==> src/rtl/sync_fifo_param_if.sv <==
// rtl/sync_fifo_param_if.sv - producer/consumer bundle for sync_fifo_param
// master drives write/read requests; slave is the FIFO itself.
interface sync_fifo_param_if #(
    parameter int DATA_W = 8,
    parameter int DEPTH  = 8
);
    localparam int AW = $clog2(DEPTH);

    logic              wr_en;
    logic [DATA_W-1:0] data_in;
    logic              rd_en;
    logic [DATA_W-1:0] data_out;
    logic              wfull;
    logic              rempty;
    logic              almost_full;
    logic              almost_empty;
    logic [AW:0]       count;
    logic              overflow;
    logic              underflow;

    modport master (
        output wr_en, data_in, rd_en,
        input  data_out, wfull, rempty, almost_full, almost_empty,
               count, overflow, underflow
    );

    modport slave (
        input  wr_en, data_in, rd_en,
        output data_out, wfull, rempty, almost_full, almost_empty,
               count, overflow, underflow
    );
endinterface

==> src/rtl/sync_fifo_param.sv <==
// rtl/sync_fifo_param.sv - parametrised single-clock FIFO with count, thresholds and error pulses
// Define FIFO_FWFT_EN for first-word fall-through reads; default is registered read.
module sync_fifo_param #(
    parameter int DATA_W    = 8,
    parameter int DEPTH     = 8,
    parameter int AF_THRESH = DEPTH - 2,
    parameter int AE_THRESH = 2
) (
    input  logic               clk,
    input  logic               rst,
    sync_fifo_param_if.slave   bus
);
    localparam int          AW    = $clog2(DEPTH);
    localparam logic [AW:0] LP_AF = (AW+1)'(AF_THRESH);
    localparam logic [AW:0] LP_AE = (AW+1)'(AE_THRESH);

    logic [DATA_W-1:0] r_mem [DEPTH];
    logic [AW:0]       r_wr_ptr;
    logic [AW:0]       r_rd_ptr;
    logic [AW:0]       r_count;
    logic [DATA_W-1:0] r_data_out;
    logic              r_wfull;
    logic              r_rempty;
    logic              r_almost_full;
    logic              r_almost_empty;
    logic              r_overflow;
    logic              r_underflow;

    logic              w_wr_acc;
    logic              w_rd_acc;
    logic [AW:0]       w_count_nxt;

    // Acceptance uses the registered flags, so a simultaneous pop never frees a slot for a push.
    assign w_wr_acc = bus.wr_en & ~r_wfull;
    assign w_rd_acc = bus.rd_en & ~r_rempty;

    always_comb begin
        w_count_nxt = r_count;
        if (w_wr_acc && !w_rd_acc) begin
            w_count_nxt = r_count + 1'b1;
        end else if (w_rd_acc && !w_wr_acc) begin
            w_count_nxt = r_count - 1'b1;
        end
    end

    always_ff @(posedge clk) begin
        if (w_wr_acc) begin
            r_mem[r_wr_ptr[AW-1:0]] <= bus.data_in;
        end
    end

    always_ff @(posedge clk or posedge rst) begin
        if (rst) begin
            r_wr_ptr       <= '0;
            r_rd_ptr       <= '0;
            r_count        <= '0;
            r_data_out     <= '0;
            r_wfull        <= 1'b0;
            r_rempty       <= 1'b1;
            r_almost_full  <= (LP_AF == '0);
            r_almost_empty <= 1'b1;
            r_overflow     <= 1'b0;
            r_underflow    <= 1'b0;
        end else begin
            if (w_wr_acc) begin
                r_wr_ptr <= r_wr_ptr + 1'b1;
            end
            // In fall-through mode this register keeps the last word shown, for display while empty.
            if (w_rd_acc) begin
                r_rd_ptr   <= r_rd_ptr + 1'b1;
                r_data_out <= r_mem[r_rd_ptr[AW-1:0]];
            end
            r_count        <= w_count_nxt;
            r_wfull        <= (w_count_nxt == (AW+1)'(DEPTH));
            r_rempty       <= (w_count_nxt == '0);
            r_almost_full  <= (w_count_nxt >= LP_AF);
            r_almost_empty <= (w_count_nxt <= LP_AE);
            r_overflow     <= bus.wr_en & r_wfull;
            r_underflow    <= bus.rd_en & r_rempty;
        end
    end

`ifdef FIFO_FWFT_EN
    assign bus.data_out = r_rempty ? r_data_out : r_mem[r_rd_ptr[AW-1:0]];
`else
    assign bus.data_out = r_data_out;
`endif

    assign bus.wfull        = r_wfull;
    assign bus.rempty       = r_rempty;
    assign bus.almost_full  = r_almost_full;
    assign bus.almost_empty = r_almost_empty;
    assign bus.count        = r_count;
    assign bus.overflow     = r_overflow;
    assign bus.underflow    = r_underflow;
endmodule
==> src/flat_wrapper.sv <==
// flat-port wrapper written by rule: the top's interface ports become plain ports
module sync_fifo_param_flat 
#(
    parameter int DATA_W    = 8,
    parameter int DEPTH     = 8,
    parameter int AF_THRESH = DEPTH - 2,
    parameter int AE_THRESH = 2
)
  (clk, rst, bus_wr_en, bus_data_in, bus_rd_en, bus_data_out, bus_wfull, bus_rempty, bus_almost_full, bus_almost_empty, bus_count, bus_overflow, bus_underflow);
  sync_fifo_param_if #(.DATA_W(DATA_W), .DEPTH(DEPTH)) bus_i ();
  input  logic clk;
  input  logic rst;
  input wire logic [$bits(bus_i.wr_en)-1:0] bus_wr_en;
  input wire logic [$bits(bus_i.data_in)-1:0] bus_data_in;
  input wire logic [$bits(bus_i.rd_en)-1:0] bus_rd_en;
  output wire logic [$bits(bus_i.data_out)-1:0] bus_data_out;
  output wire logic [$bits(bus_i.wfull)-1:0] bus_wfull;
  output wire logic [$bits(bus_i.rempty)-1:0] bus_rempty;
  output wire logic [$bits(bus_i.almost_full)-1:0] bus_almost_full;
  output wire logic [$bits(bus_i.almost_empty)-1:0] bus_almost_empty;
  output wire logic [$bits(bus_i.count)-1:0] bus_count;
  output wire logic [$bits(bus_i.overflow)-1:0] bus_overflow;
  output wire logic [$bits(bus_i.underflow)-1:0] bus_underflow;
  assign bus_i.wr_en = bus_wr_en;
  assign bus_i.data_in = bus_data_in;
  assign bus_i.rd_en = bus_rd_en;
  assign bus_data_out = bus_i.data_out;
  assign bus_wfull = bus_i.wfull;
  assign bus_rempty = bus_i.rempty;
  assign bus_almost_full = bus_i.almost_full;
  assign bus_almost_empty = bus_i.almost_empty;
  assign bus_count = bus_i.count;
  assign bus_overflow = bus_i.overflow;
  assign bus_underflow = bus_i.underflow;
  sync_fifo_param #(.DATA_W(DATA_W), .DEPTH(DEPTH), .AF_THRESH(AF_THRESH), .AE_THRESH(AE_THRESH)) u_core (.clk(clk), .rst(rst), .bus(bus_i));
endmodule
==> config.mk <==
export PLATFORM = sky130hd
export DESIGN_NAME = sync_fifo_param_flat
export DESIGN_NICKNAME = d
export VERILOG_FILES = /design/src/rtl/sync_fifo_param_if.sv /design/src/rtl/sync_fifo_param.sv /design/src/flat_wrapper.sv
export SDC_FILE = /design/constraint.sdc
export NUM_CORES = 1
export LEC_CHECK = 0
export BUFFER_PORTS_ARGS = -buffer_cell sky130_fd_sc_hd__buf_2
export CORE_MARGIN = 5
export CORE_UTILIZATION = 25
export CTS_CLUSTER_SIZE = 28
export DETAILED_ROUTE_END_ITERATION = 12
export GPL_ROUTABILITY_DRIVEN = 1
export PLACE_DENSITY = 0.37
export SLEW_MARGIN = 20
export SYNTH_ARGS = -nofsm -noshare
export SYNTH_HDL_FRONTEND = slang
export SYNTH_SLANG_ARGS = --single-unit
==> constraint.sdc <==
create_clock -name clk -period 3.4 [get_ports clk]
set_clock_uncertainty 0.2 [all_clocks]
set_input_delay 0.34 -clock clk [delete_from_list [all_inputs] [get_ports clk]]
set_output_delay 0.34 -clock clk [all_outputs]
set_load 0.02 [all_outputs]
== Word-level counts from Yosys, hierarchy flattened ==
Memories as Yosys holds them, arrays and structs flattened. A register that Yosys moved wholly into a read port is not among the register bits.
Index checks and enable logic that the tools add are counted.

* Output and inout bits: 18
* Bits in registers: 18
* Memories: 1
* Logic and storage cells: 32
* Bits in read-only memories: 0
* Bits of input ports: 12
* Latch bits: 0
* Bits in writable memories: 64

* Reductions and logical operators: 5
* Magnitude comparators: 2
* Divide/modulo/power cells: 0
* Bitwise operators: 6
* $add $sub $neg: 4
* Equal/unequal tests: 1
* Shift operators: 0
* $mul: 0
* Muxes and demuxes: 4

{| class="wikitable"
|+ Memories
! memory !! words !! width !! read ports !! clocked after Yosys merged registers in !! write ports !! RTL line !! text
|-
| u_core.r_mem || 8 || 8 || 1 || 1 || 1 || sync_fifo_param.sv:17 || <nowiki>logic [DATA_W-1:0] r_mem [DEPTH];</nowiki>
|}

{| class="wikitable"
|+ Operators by type and width
! kind !! number
|-
| 4-bit by 1-bit adder with 4-bit output, second input constant || 3
|-
| 4-bit two-way mux || 2
|-
| 1-bit bitwise AND || 4
|-
| 4-bit == test, second input constant || 1
|-
| 4-bit by 3-bit >= comparator with 1-bit output, second input constant || 1
|-
| 4-bit by 2-bit less-or-equal comparator with 1-bit output, second input constant || 1
|-
| 4-bit logical NOT || 1
|-
| 4-bit by 1-bit subtractor with 4-bit output, second input constant || 1
|-
| 1-bit logical AND || 2
|-
| 1-bit logical NOT || 2
|-
| 1-bit two-way mux || 2
|-
| 1-bit inverter || 2
|}

== Logic depth before layout (Yosys ltp) ==
Gate-level depths: netlist (run 1).

* Depth in word-level cells: 7
* Gate-level depth with buffers: 6
* Gate-level depth less buffers: 6

== Worst setup path before layout (run 1) ==
Ideal clock, no wire load.

* Path type: flip-flop to flip-flop
* From: register u_core.r_wfull (netlist: u_core.bus.wfull)
* To: memory u_core.r_mem[0][0] (enable)
* Library setup time: 0.383 ns
* Setup slack: 1.361 ns
* Period minus slack after synthesis: 2.039 ns
* Required time: 2.817 ns
* Stages on the path, launching flop included: 5
* Arrival time: 1.456 ns
* Path buffers: 1
* Cell sequence: dfrtp_1 > nor2b_4 > buf_6 > nand2b_1 > nor3_1

* Word-level cells in the longest chain between the ends: 4

{| class="wikitable"
|+ Ends and longest elaborated chain
! item !! RTL line !! text
|-
| start: declaration || sync_fifo_param.sv:22 || <nowiki>logic r_wfull;</nowiki>
|-
| start signal: assignment || sync_fifo_param.sv:74 || <nowiki>r_wfull <= (w_count_nxt == (AW+1)'(DEPTH));</nowiki>
|-
| 1-bit inverter || sync_fifo_param.sv:34 || <nowiki>assign w_wr_acc = bus.wr_en & ~r_wfull;</nowiki>
|-
| 1-bit bitwise AND || sync_fifo_param.sv:34 ||
|-
| 1-bit two-way mux || sync_fifo_param.sv:47 || <nowiki>if (w_wr_acc) begin</nowiki>
|-
| 1-bit two-way mux (not written as such) || sync_fifo_param.sv:48 || <nowiki>r_mem[r_wr_ptr[AW-1:0]] <= bus.data_in;</nowiki>
|-
| end: declaration || sync_fifo_param.sv:17 ||
|}

Every way passes these cells.

== Worst setup path after layout (run 1) ==
* From: register u_core.r_wfull (netlist: u_core.bus.wfull)
* To: memory u_core.r_mem[2][3] (enable)

Same word-level chain as after synthesis.

==> results of run 1 <==
==> repair_timing <==
item / in CTS / in global routing
hold buffers: 0 / 1
hold endpoints to repair: 0 / 9
endpoints found under the setup margin: 0 / 0
resized for setup: 0 / 0
==> layer usage <==
layer  up-vias  part of all wire, %  global-route usage, %
met2        47                   46                   14.5
met5         -                    0                      0
li1        863                    -                      -
met4         0                  1.2                   2.78
met1       930                   47                   12.7
met3         7                  5.9                   3.90
==> placed cells by master (no fill, tap or decap), types with 2 or more instances in the layout <==
cell / synthesis / final
mux2i_1: 8 / 8
inv_1: 3 / 2
buf_4: 1 / 8
buf_2: 4 / 29
ha_1: 4 / 4
clkbuf_16: 0 / 9
nor3_1: 5 / 5
and2_2: 2 / 2
dfrtp_1: 22 / 22
nand2b_1: 5 / 5
clkinv_1: 0 / 3
and3_4: 2 / 2
nand2_1: 21 / 21
clkinv_4: 0 / 2
xnor2_1: 5 / 5
edfxtp_1: 64 / 64
o21ai_0: 11 / 11
nor2_1: 9 / 9
dfstp_2: 2 / 2
a21oi_1: 2 / 2
mux4_2: 16 / 16
==> cell usage after synthesis (all sizes together) <==
master / n / area, µm²
and3: 2 / 22.5
nand3: 1 / 5.00
nor3: 5 / 25.0
o21ai: 11 / 55.1
dfstp: 2 / 52.6
and2: 3 / 21.3
nand2: 21 / 78.8
nor4: 1 / 6.26
a221oi: 1 / 8.76
a2111oi: 1 / 15.0
xnor2: 5 / 43.8
nor4b: 1 / 15.0
nor2: 9 / 33.8
a32o: 1 / 10.0
a21oi: 2 / 10.0
clkbuf: 2 / 7.51
nand2b: 5 / 31.3
or3: 2 / 17.5
a222oi: 1 / 10.0
inv: 3 / 11.3
mux4: 16 / 360
dfrtp: 22 / 551
buf: 7 / 42.5
edfxtp: 64 / 1920
ha: 4 / 50.1
a211oi: 1 / 7.51
o21a: 1 / 7.51
nor2b: 2 / 20.0
o32ai: 1 / 8.76
mux2i: 8 / 80.1
==> area by class of cell <==
cell class | instances | area (µm²) | share of cell area (%)
Sequential cell | 88 | 2520 | 59.6
Multi-Input combinational cell | 105 | 943 | 22.3
Timing Repair Buffer | 39 | 243 | 5.73
Clock buffer | 10 | 229 | 5.40
Tap cell | 180 | 225 | 5.32
Clock inverter | 6 | 60.1 | 1.42
Inverter | 3 | 11.3 | 0.266
==> logic make-up after synthesis <==
family / Yosys count
compound gates: 20
buf+inv: 12
simple gates: 52
mux: 24
flops: 88
fa+ha+maj: 4
xor+xnor: 5
==> worst paths after layout <==
check | cells past startpoint | slack [ns] | to | start
max in group asynchronous | 4 | 2.25 | u_core.bus.almost_empty | rst
worst max register to register | 3 | 1.21 | u_core.r_mem[2][3] | u_core.bus.wfull
min in group asynchronous | 3 | 0.28 | u_core.bus.underflow | rst
worst max-delay path | 3 | 1.21 | u_core.r_mem[2][3] | u_core.bus.wfull
worst min-delay path | 2 | 0.04 | u_core.bus.underflow | bus_rd_en
worst min register to register | 2 | 0.28 | u_core.bus.data_out[4] | u_core.bus.data_out[4]
==> sequential cells by signal, indices dropped and copies added (netlist names) <==
| register | flops |
|---|---|
| u_core.r_mem | 64 |
| u_core.bus.data_out | 8 |
| u_core.bus.count | 4 |
| u_core.r_rd_ptr | 3 |
| u_core.r_wr_ptr | 3 |
| u_core.bus.almost_empty | 1 |
| u_core.bus.almost_full | 1 |
| u_core.bus.overflow | 1 |
| u_core.bus.rempty | 1 |
| u_core.bus.underflow | 1 |
| u_core.bus.wfull | 1 |
==> power by group through the flow <==
stage | combinational [µW] | clock [µW] | sequential, µW
2_1_floorplan | 749 | 0 | 1650
3_3_place_gp | 1150 | 0 | 1640
3_5_place_dp | 1150 | 0 | 1650
4_1_cts | 1150 | 996 | 1630
5_1_grt | 1240 | 1040 | 1650
6_report | 1130 | 966 | 1620
==> per-stage QoR <==
stage          hold WS (ns)  cell area [µm²]  total power (µW)
2_1_floorplan         0.153             3530              2400
3_3_place_gp          0.263             3910              2790
3_5_place_dp          0.271             3910              2800
4_1_cts              0.0273             4200              3770
5_1_grt              0.0369             4240              3930
6_report             0.0399             4240              3710
==> worst max-delay path, stage by stage, from the launching register on <==
cell	delay, ns
dfrtp_1	0.42
nor2b_4	0.28
nand2b_1	0.17
nor2_1	0.73
==> flow_metrics.py, run 1 <==
metrics = {
    "floorplan": {
        "start_util_pct": 25.4,
        "rows": 43,
        "io_pins": 30,
        "die_w_um": 129,
        "die_area_mm2": 0.0166,
        "die_h_um": 129,
        "core_mm2": 0.0139,
    },
    "synthesis": {
        "syn_nets": 221,
        "synth_top_family_by_area": "multiplexers",
        "syn-instance-count": 205,
        "synthMuxAreaShare_pct": 12.5,
        "syn_area_mm2": 0.00353,
        "yosys_register_bits": 88,
        "synth_compound_area_share_pct": 3.76,
        "ys_seq_area_share_pct": 71.5,
        "synth_cell_types": 36,
        "yosysWarnings": 0,
        "syn_avg_cell_area_um2": 17.2,
        "yosys.area_share.simple_pct": 7.83,
        "synth_fa_ha_area_share_pct": 1.42,
        "synthXorXnorAreaFrac_pct": 1.24,
    },
    "placement": {
        "place_ws_ns": 1.09,
        "dp.cells": 413,
        "dp_hpwl_um": 5040,
        "gp_congestion": 0.738,
        "numPortBuffers": 29,
    },
    "timing": {
        "finalWorstSetupSlack_ns": 1.21,
        "fmax_mhz": 457,
        "fin_crit_ns": 2.19,
        "slew-limit-headroom_pct": 39.4,
        "setup_viol": 0,
        "final-max-slew-violation-count": 0,
        "final.setup.tns_ns": 0,
        "period_share_pct": 64.3,
        "hold_viol_final": 0,
        "rsz0062_at_grt": "false",
        "tightest_slew_ns": 0.905,
    },
    "drt": {
        "via_per_inst": 4.29,
        "drt_iter0_markers": 102,
        "wl_per_cell_um": 17.2,
        "drc": 0,
        "antenna_left": 0,
        "routed_wl_um": 7420,
        "drt-pass1-iter-count": 4,
        "vias": 1847,
    },
    "worst_setup_path": {
        "cp.arrival_ns": 1.95,
        "start_kind": "flip-flop",
        "path_max_fanout": 10,
        "critPathKind": "flip-flop to flip-flop",
        "cp.required_ns": 3.16,
        "cp-end-kind": "flip-flop",
    },
    "status": {
        "status": "finished, final reports clean",
    },
    "power_and_ir_drop": {
        "seqPwrFrac_pct": 43.6,
        "p_sw_uw": 1230,
        "power_density_mw_per_mm2": 876,
        "power.internal_uw": 2480,
        "combinationalPowerShare_pct": 30.4,
        "power.clock.fraction_pct": 26.0,
        "switching_share_pct": 33.1,
        "ir_drop_mv": 0.309,
        "p_leak_uw": 0.00154,
    },
    "cells_and_area": {
        "diodes": 0,
        "n_fill_cell": 1380,
        "final_nets": 262,
        "instances_no_fill": 431,
        "area_growth_pct": 20.0,
        "drive_gt1_share_pct": 30.7,
        "final_util_pct": 30.5,
    },
    "clocking": {
        "cts-root-buf": "clkbuf_16",
        "cts_tree": "built",
        "numCtsBuffers": 9,
        "post_cts_buffers": 0,
        "h-tree-depth": 3,
        "clock_latency_ns": 0.34,
        "cts_sinks": 88,
        "clockBufferDepth": 2,
        "cts.clk_slew.worst_paths_ns": 0.06,
    },
    "global_route": {
        "grt_pass1_wl_um": 11400,
        "gr-total-overflow": 0,
        "grt_use_total_pct": 9.57,
        "grt_pass1_vias": 1900,
        "antenna_found_initial": 0,
        "grt_max_degree": 25,
    },
    "min_path": {
        "hold_class": "input port to flip-flop",
    },
    "job": {
        "maxCapViolCount": 0,
    },
}
Note: power is estimated with default switching activity, not from simulation.
==> run 2, diff against run 1 <==
--- a/config.mk
+++ b/config.mk
@@ -11,7 +11,7 @@
 export CTS_CLUSTER_SIZE = 28
 export DETAILED_ROUTE_END_ITERATION = 12
 export GPL_ROUTABILITY_DRIVEN = 1
-export PLACE_DENSITY = 0.37
+export PLACE_DENSITY = 0.38
 export SLEW_MARGIN = 20
 export SYNTH_ARGS = -nofsm -noshare
 export SYNTH_HDL_FRONTEND = slang
==> constraint.sdc (replaced) <==
create_clock -name clk -period 1.82 [get_ports clk]
set_clock_uncertainty 0.2 [all_clocks]
set_input_delay 0.182 -clock clk [delete_from_list [all_inputs] [get_ports clk]]
set_output_delay 0.182 -clock clk [all_outputs]
set_load 0.02 [all_outputs]
==> run 2 against run 1 <==
  * The flow now finishes with violations (setup timing)
  * Register-to-register slack lost 1.2 ns
  * Clock power grew 89%
  * Core utilization is 3.8 points higher
  * Via count is 9.3% higher
  * Design area increased by 12%
  * Critical path type unchanged
  * Highest routed layer unchanged
==> flow_metrics.py, run 2 (same netlist as run 1, synthesis figures left out) <==
metrics = {
    "drt": {
        "drt-pass1-iter-count": 4,
        "routed_wl_um": 7970,
        "drt_iter0_markers": 139,
        "wl_per_cell_um": 16.8,
        "drc": 0,
        "vias": 2019,
        "antenna_left": 0,
        "via_per_inst": 4.25,
    },
    "timing": {
        "hold_viol_final": 0,
        "hold_ws_ns": 0.182,
        "rsz0062_at_grt": "true",
        "period_share_pct": 100,
        "finalWorstSetupSlack_ns": -0.00215,
        "tightest_slew_ns": 0.398,
        "setup_viol": 1,
        "fmax_mhz": 549,
        "final-max-slew-violation-count": 0,
        "fin_crit_ns": 1.82,
        "slew-limit-headroom_pct": 73.3,
    },
    "cells_and_area": {
        "layout_common_cells": "edfxtp_1 (64), buf_4 (36), buf_2 (29), nand2_1 (21), dfrtp_1 (20)",
        "area_growth_pct": 34.9,
        "layout_commonest_cell": "edfxtp_1",
        "diodes": 0,
        "largest_register_ffs": 64,
        "drive_gt1_share_pct": 44.4,
        "instances_no_fill": 475,
        "final_nets": 306,
        "final_util_pct": 34.3,
        "final_cell_area_mm2": 0.00476,
    },
    "power_and_ir_drop": {
        "power_density_mw_per_mm2": 1620,
        "combinationalPowerShare_pct": 38.2,
        "switching_share_pct": 32.3,
        "p_sw_uw": 2490,
        "p_leak_uw": 0.00179,
        "seqPwrFrac_pct": 38.0,
        "power.clock.fraction_pct": 23.8,
        "power.internal_uw": 5220,
        "ir_drop_mv": 0.590,
    },
    "worst_setup_path": {
        "critPathKind": "flip-flop to flip-flop",
        "path_cells": "inv_1, ha_4, and3_4, or3_4, a222oi_1",
        "path_depth": 5,
        "start_kind": "flip-flop",
        "cp-end-kind": "flip-flop",
        "rrSetupSlack_ns": -0.002,
        "crit_buf_inv": 1,
        "cp.required_ns": 1.86,
        "cp.arrival_ns": 1.86,
        "critical-path-max-stage-delay_ns": 0.42,
        "rr_worst_depth": 5,
        "path_max_fanout": 6,
        "cpMaxStageDelayCell": "dfrtp_2",
        "crit_family": "simple AND/OR/NAND/NOR gates",
    },
    "placement": {
        "dp.cells": 438,
        "numPortBuffers": 29,
        "place_area_mm2": 0.00415,
        "place_ws_ns": -0.0548,
        "dp_hpwl_um": 5350,
        "gp_congestion": 0.763,
    },
    "clocking": {
        "clock_latency_ns": 0.34,
        "cts.clk_slew.worst_paths_ns": 0.06,
        "cts_sinks": 88,
        "cts-root-buf": "clkbuf_16",
        "cts_tree": "built",
        "numCtsBuffers": 9,
        "h-tree-depth": 3,
        "clockBufferDepth": 2,
    },
    "min_path": {
        "hold_class": "input port to flip-flop",
        "hold_depth": 5,
    },
    "floorplan": {
        "die_area_mm2": 0.0166,
        "io_pins": 30,
        "core_mm2": 0.0139,
        "die_h_um": 129,
        "start_util_pct": 25.4,
        "rows": 43,
        "die_w_um": 129,
    },
    "global_route": {
        "grt_max_degree": 25,
        "gr-total-overflow": 0,
        "grt_use_total_pct": 10.1,
        "antenna_found_initial": 0,
        "grt_pass1_vias": 2038,
        "grt_pass1_wl_um": 12000,
    },
    "status": {
        "violations": "setup timing",
        "status": "finished, violations left",
    },
    "job": {
        "maxCapViolCount": 0,
    },
}
run 2: cell types whose count changed in the layout (fill, tap and decap cells not counted), sizes merged:
| cell | change |
|---|---|
| buf | +34 |
| dlygate4sd3 | +10 |
| clkinv | -4 |
| clkbuf | +3 |
| inv | +1 |
run 2: cell type report:
class / count / area (µm²)
repair buffers: 83 / 631
inverters: 3 / 11.3
fillers: 1344 / 9120
clock buffers: 13 / 250
well taps: 180 / 225
flip-flops and latches: 88 / 2530
clock inverters: 3 / 42.5
multi-input cells: 105 / 1070
run 2: metrics by stage:
step / power (µW) / TNS [ns]
floorplan: 4500 / -0.382
global placement: 5550 / -0.0851
detailed placement: 5540 / -0.0849
CTS: 7510 / -0.0373
global route: 8160 / -0.488
finish: 7710 / -0.00215
run 2: final timing paths:
path | from | end
min in group asynchronous | rst | u_core.bus.data_out[4]
worst max register to register | u_core.bus.count[1] | u_core.bus.almost_empty
max in group asynchronous | rst | u_core.bus.almost_empty
worst min-delay path | bus_wr_en | u_core.bus.rempty
worst max-delay path | u_core.bus.count[1] | u_core.bus.almost_empty
worst min register to register | u_core.bus.data_out[1] | u_core.bus.data_out[1]
run 2: tightest hold or removal path, cell delays in order:
cell	delay, ns
buf_2	0.12
nand2b_4	0.09
nor3_2	0.06
o21ai_2	0.20
a221oi_2	0.06
run 2: what timing repair did:
action                                  in CTS  in global routing
pin swaps                                    1                  5
resized for setup                            5                 25
endpoints found under the setup margin       4                 10
hold endpoints to repair                    90                  0
hold buffers                                11                  0
buffers inserted                             3                  7
run 2: routing by layer:
metal  part of all wire, %  routed length [µm]  vias up  track usage [%]
met5                     0                   0        -                0
met4                   1.7                 136        0             4.14
met3                   4.6                 366        8             3.49
met2                    45                3620       39             14.6
met1                    48                3850     1019             13.9
li1                      -                   -      953                -
run 2: power by group through the flow:
stage / clock network, µW / registers [µW] / logic, µW
6_report: 1830 / 2930 / 2940
5_1_grt: 1960 / 2980 / 3220
4_1_cts: 1900 / 2920 / 2700
3_5_place_dp: 0 / 2960 / 2580
3_3_place_gp: 0 / 2960 / 2590
2_1_floorplan: 0 / 3090 / 1410
==> run 3, diff against run 2 <==
--- a/config.mk
+++ b/config.mk
@@ -5,6 +5,7 @@
 export SDC_FILE = /design/constraint.sdc
 export NUM_CORES = 1
 export LEC_CHECK = 0
+export ABC_AREA = 1
 export BUFFER_PORTS_ARGS = -buffer_cell sky130_fd_sc_hd__buf_2
 export CORE_MARGIN = 5
 export CORE_UTILIZATION = 25
==> run 3 against run 2 <==
  * The run ends with hold timing left
  * Register-to-register slack gained 0.12 ns
  * Clock power down 3%
  * Fmax increased by 5.8%
  * Critical path depth is 2 higher
  * Highest routed layer unchanged
  * Critical endpoint is now u_core.r_mem[1][2]
  * First-iteration DRC count fell by 14%
  * Combinational power fell by 6.8%
  * Worst setup slack gained 0.10 ns
  * Flip-flop and latch count stayed put
==> flow_metrics.py, run 3 <==
metrics = {
    "status": {
        "status": "finished, violations left",
        "violations": "hold timing",
    },
    "synthesis": {
        "synthMuxAreaShare_pct": 0,
        "synth.largest_area_cell": "edfxtp_1",
        "synth_edf_count": 64,
        "synth_top_family_by_area": "simple AND/OR/NAND/NOR gates",
        "syn_avg_cell_area_um2": 11.7,
        "synth_commonest_cells": "edfxtp_1 (64), nand2_1 (46), nor2_1 (42)",
        "yosys.area_share.simple_pct": 15.3,
        "ys_async_sr_fraction_pct": 27.3,
        "synth_ff_type": "edfxtp_1",
        "syn_area_mm2": 0.00371,
        "syn-instance-count": 318,
        "netlist.area_leader.share_pct": 51.8,
        "yosysWarnings": 0,
        "synthXorXnorAreaFrac_pct": 0.709,
        "synth_compound_area_share_pct": 9.48,
        "synth_area_leaders": "edfxtp_1 (52%), dfrtp_1 (15%), nand2_1 (4.7%)",
        "synth.most_common_cell": "edfxtp_1",
        "ys_seq_area_share_pct": 68.1,
        "synth_cell_types": 30,
        "synth_fa_ha_area_share_pct": 1.35,
        "syn_nets": 334,
        "yosys_register_bits": 88,
    },
    "drt": {
        "via_per_inst": 4.30,
        "vias": 2419,
        "antenna_left": 0,
        "drt-pass1-iter-count": 4,
        "wl_per_cell_um": 16.5,
        "drc": 0,
        "drt_iter0_markers": 120,
        "routed_wl_um": 9270,
    },
    "floorplan": {
        "die_h_um": 132,
        "die_area_mm2": 0.0174,
        "core_mm2": 0.0145,
        "io_pins": 30,
        "die_w_um": 132,
        "rows": 44,
        "start_util_pct": 25.5,
    },
    "worst_setup_path": {
        "crit-reg2reg-launch": "u_core.bus.wfull",
        "start_kind": "input port",
        "cp.arrival_ns": 1.57,
        "cp-end-kind": "flip-flop",
        "rr_endpoint": "u_core.r_mem[2][4]",
        "critPathKind": "input port to flip-flop",
        "rrSetupSlack_ns": 0.12,
        "cp.required_ns": 1.67,
        "rr_worst_depth": 5,
        "path_max_fanout": 8,
    },
    "cells_and_area": {
        "register_area_mm2": 0.00253,
        "multi_input_area_um2": 996,
        "area_growth_pct": 22.7,
        "largest_register_ffs": 64,
        "n_fill_cell": 1528,
        "layout_common_cells": "edfxtp_1 (64), nand2_1 (46), nor2_1 (42), o21ai_0 (31), buf_2 (29)",
        "layout_commonest_cell": "edfxtp_1",
        "final_nets": 390,
        "diodes": 0,
        "drive_gt1_share_pct": 23.2,
    },
    "timing": {
        "slew-limit-headroom_pct": 76.8,
        "hold_ws_ns": -0.00903,
        "hold_viol_final": 8,
        "rsz0062_at_grt": "false",
        "fmax_mhz": 581,
        "period_share_pct": 94.6,
        "fin_crit_ns": 1.72,
        "final-max-slew-violation-count": 0,
        "tightest_slew_ns": 0.344,
        "setup_viol": 0,
    },
    "clocking": {
        "clockBufferDepth": 2,
        "numCtsBuffers": 9,
        "cts_tree": "built",
        "clock_latency_ns": 0.34,
        "h-tree-depth": 3,
        "cts_sinks": 88,
        "cts-root-buf": "clkbuf_16",
        "cts.clk_slew.worst_paths_ns": 0.06,
    },
    "global_route": {
        "grt_pass1_vias": 2547,
        "grt_pass1_wl_um": 14600,
        "grt_use_total_pct": 11.3,
        "gr-total-overflow": 0,
        "antenna_found_initial": 0,
        "grt_max_degree": 42,
    },
    "power_and_ir_drop": {
        "p_leak_uw": 0.00183,
        "ir_drop_mv": 0.429,
        "power_density_mw_per_mm2": 1620,
        "power_uw": 7360,
    },
    "min_path": {
        "hold_depth": 1,
        "hold_start": "bus_data_in[3]",
        "hold_class": "input port to flip-flop",
        "holdPathEnd": "u_core.r_mem[5][3]",
    },
    "placement": {
        "gp_congestion": 0.749,
        "numPortBuffers": 29,
        "dp_hpwl_um": 6450,
    },
    "job": {
        "maxCapViolCount": 0,
    },
}
## run 3: metal layers
metal  up-vias  GRT usage (%)  share of wire, %
li1       1194              -                 -
met1      1176           13.0                42
met2        36           19.5                52
met3        13           3.32               3.9
met4         0           4.74               2.4
met5         -              0                 0
## run 3: kinds of logic (layout without fill, tap and decap cells)
group | Yosys count | in the layout
AND/OR/NAND/NOR | 120 | 120
flip-flops | 88 | 88
buffers and inverters | 43 | 104
AO/OA/AOI/OAI | 60 | 60
XOR/XNOR | 3 | 3
adder cells (fa/ha/maj) | 4 | 4
## run 3: what timing repair did
action,in CTS,in global routing
resized for setup,0,2
hold buffers,6,2
endpoints found under the hold margin,50,16
buffers inserted,0,0
setup endpoints to repair,0,9
## run 3: critical path, stage by stage
cell and delay [ns]:
dlygate4sd3_1 0.52, buf_2 0.13, inv_2 0.06, nor2_8 0.17, nand2_1 0.18, nor2_1 0.15
buf_4 0.19
## run 3: worst max path at each step
| stage | from | endpoint | cells after the start |
|---|---|---|---|
| floorplan | u_core.bus.wfull | u_core.r_mem[4][0] | 4 |
| global placement | u_core.bus.wfull | u_core.r_mem[6][4] | 5 |
| detailed placement | u_core.bus.wfull | u_core.r_mem[6][0] | 5 |
| CTS | u_core.bus.wfull | u_core.r_mem[6][7] | 5 |
| global route | bus_wr_en | u_core.r_mem[5][1] | 7 |
| finish | bus_wr_en | u_core.r_mem[1][2] | 7 |
## run 3: cell type report
type	instances	area share (%)
clock buffers	11	5.12
clock inverters	5	1.05
inverters	31	2.56
multi-input cells	187	21.9
flip-flops and latches	88	55.5
well taps	184	5.06
repair buffers	57	8.80
## run 3: where the power goes
group | internal, µW | switching (µW)
Sequential | 2620 | 223
Clock | 1050 | 732
Combinational | 946 | 1800
Total | 4610 | 2750
## run 3: metrics by stage
step                      area (µm²)  util, %  worst slack [ns]  TNS, ns  std cells
after floorplan                 3710        -            -0.116    -3.72        318
after global placement          4190     28.8             0.110        0        539
after detailed placement        4190     28.8            0.0891        0        539
after CTS                       4530     31.2            0.0759        0        561
after global routing            4550     31.3            0.0236        0        563
final                           4550     31.3            0.0975        0        563
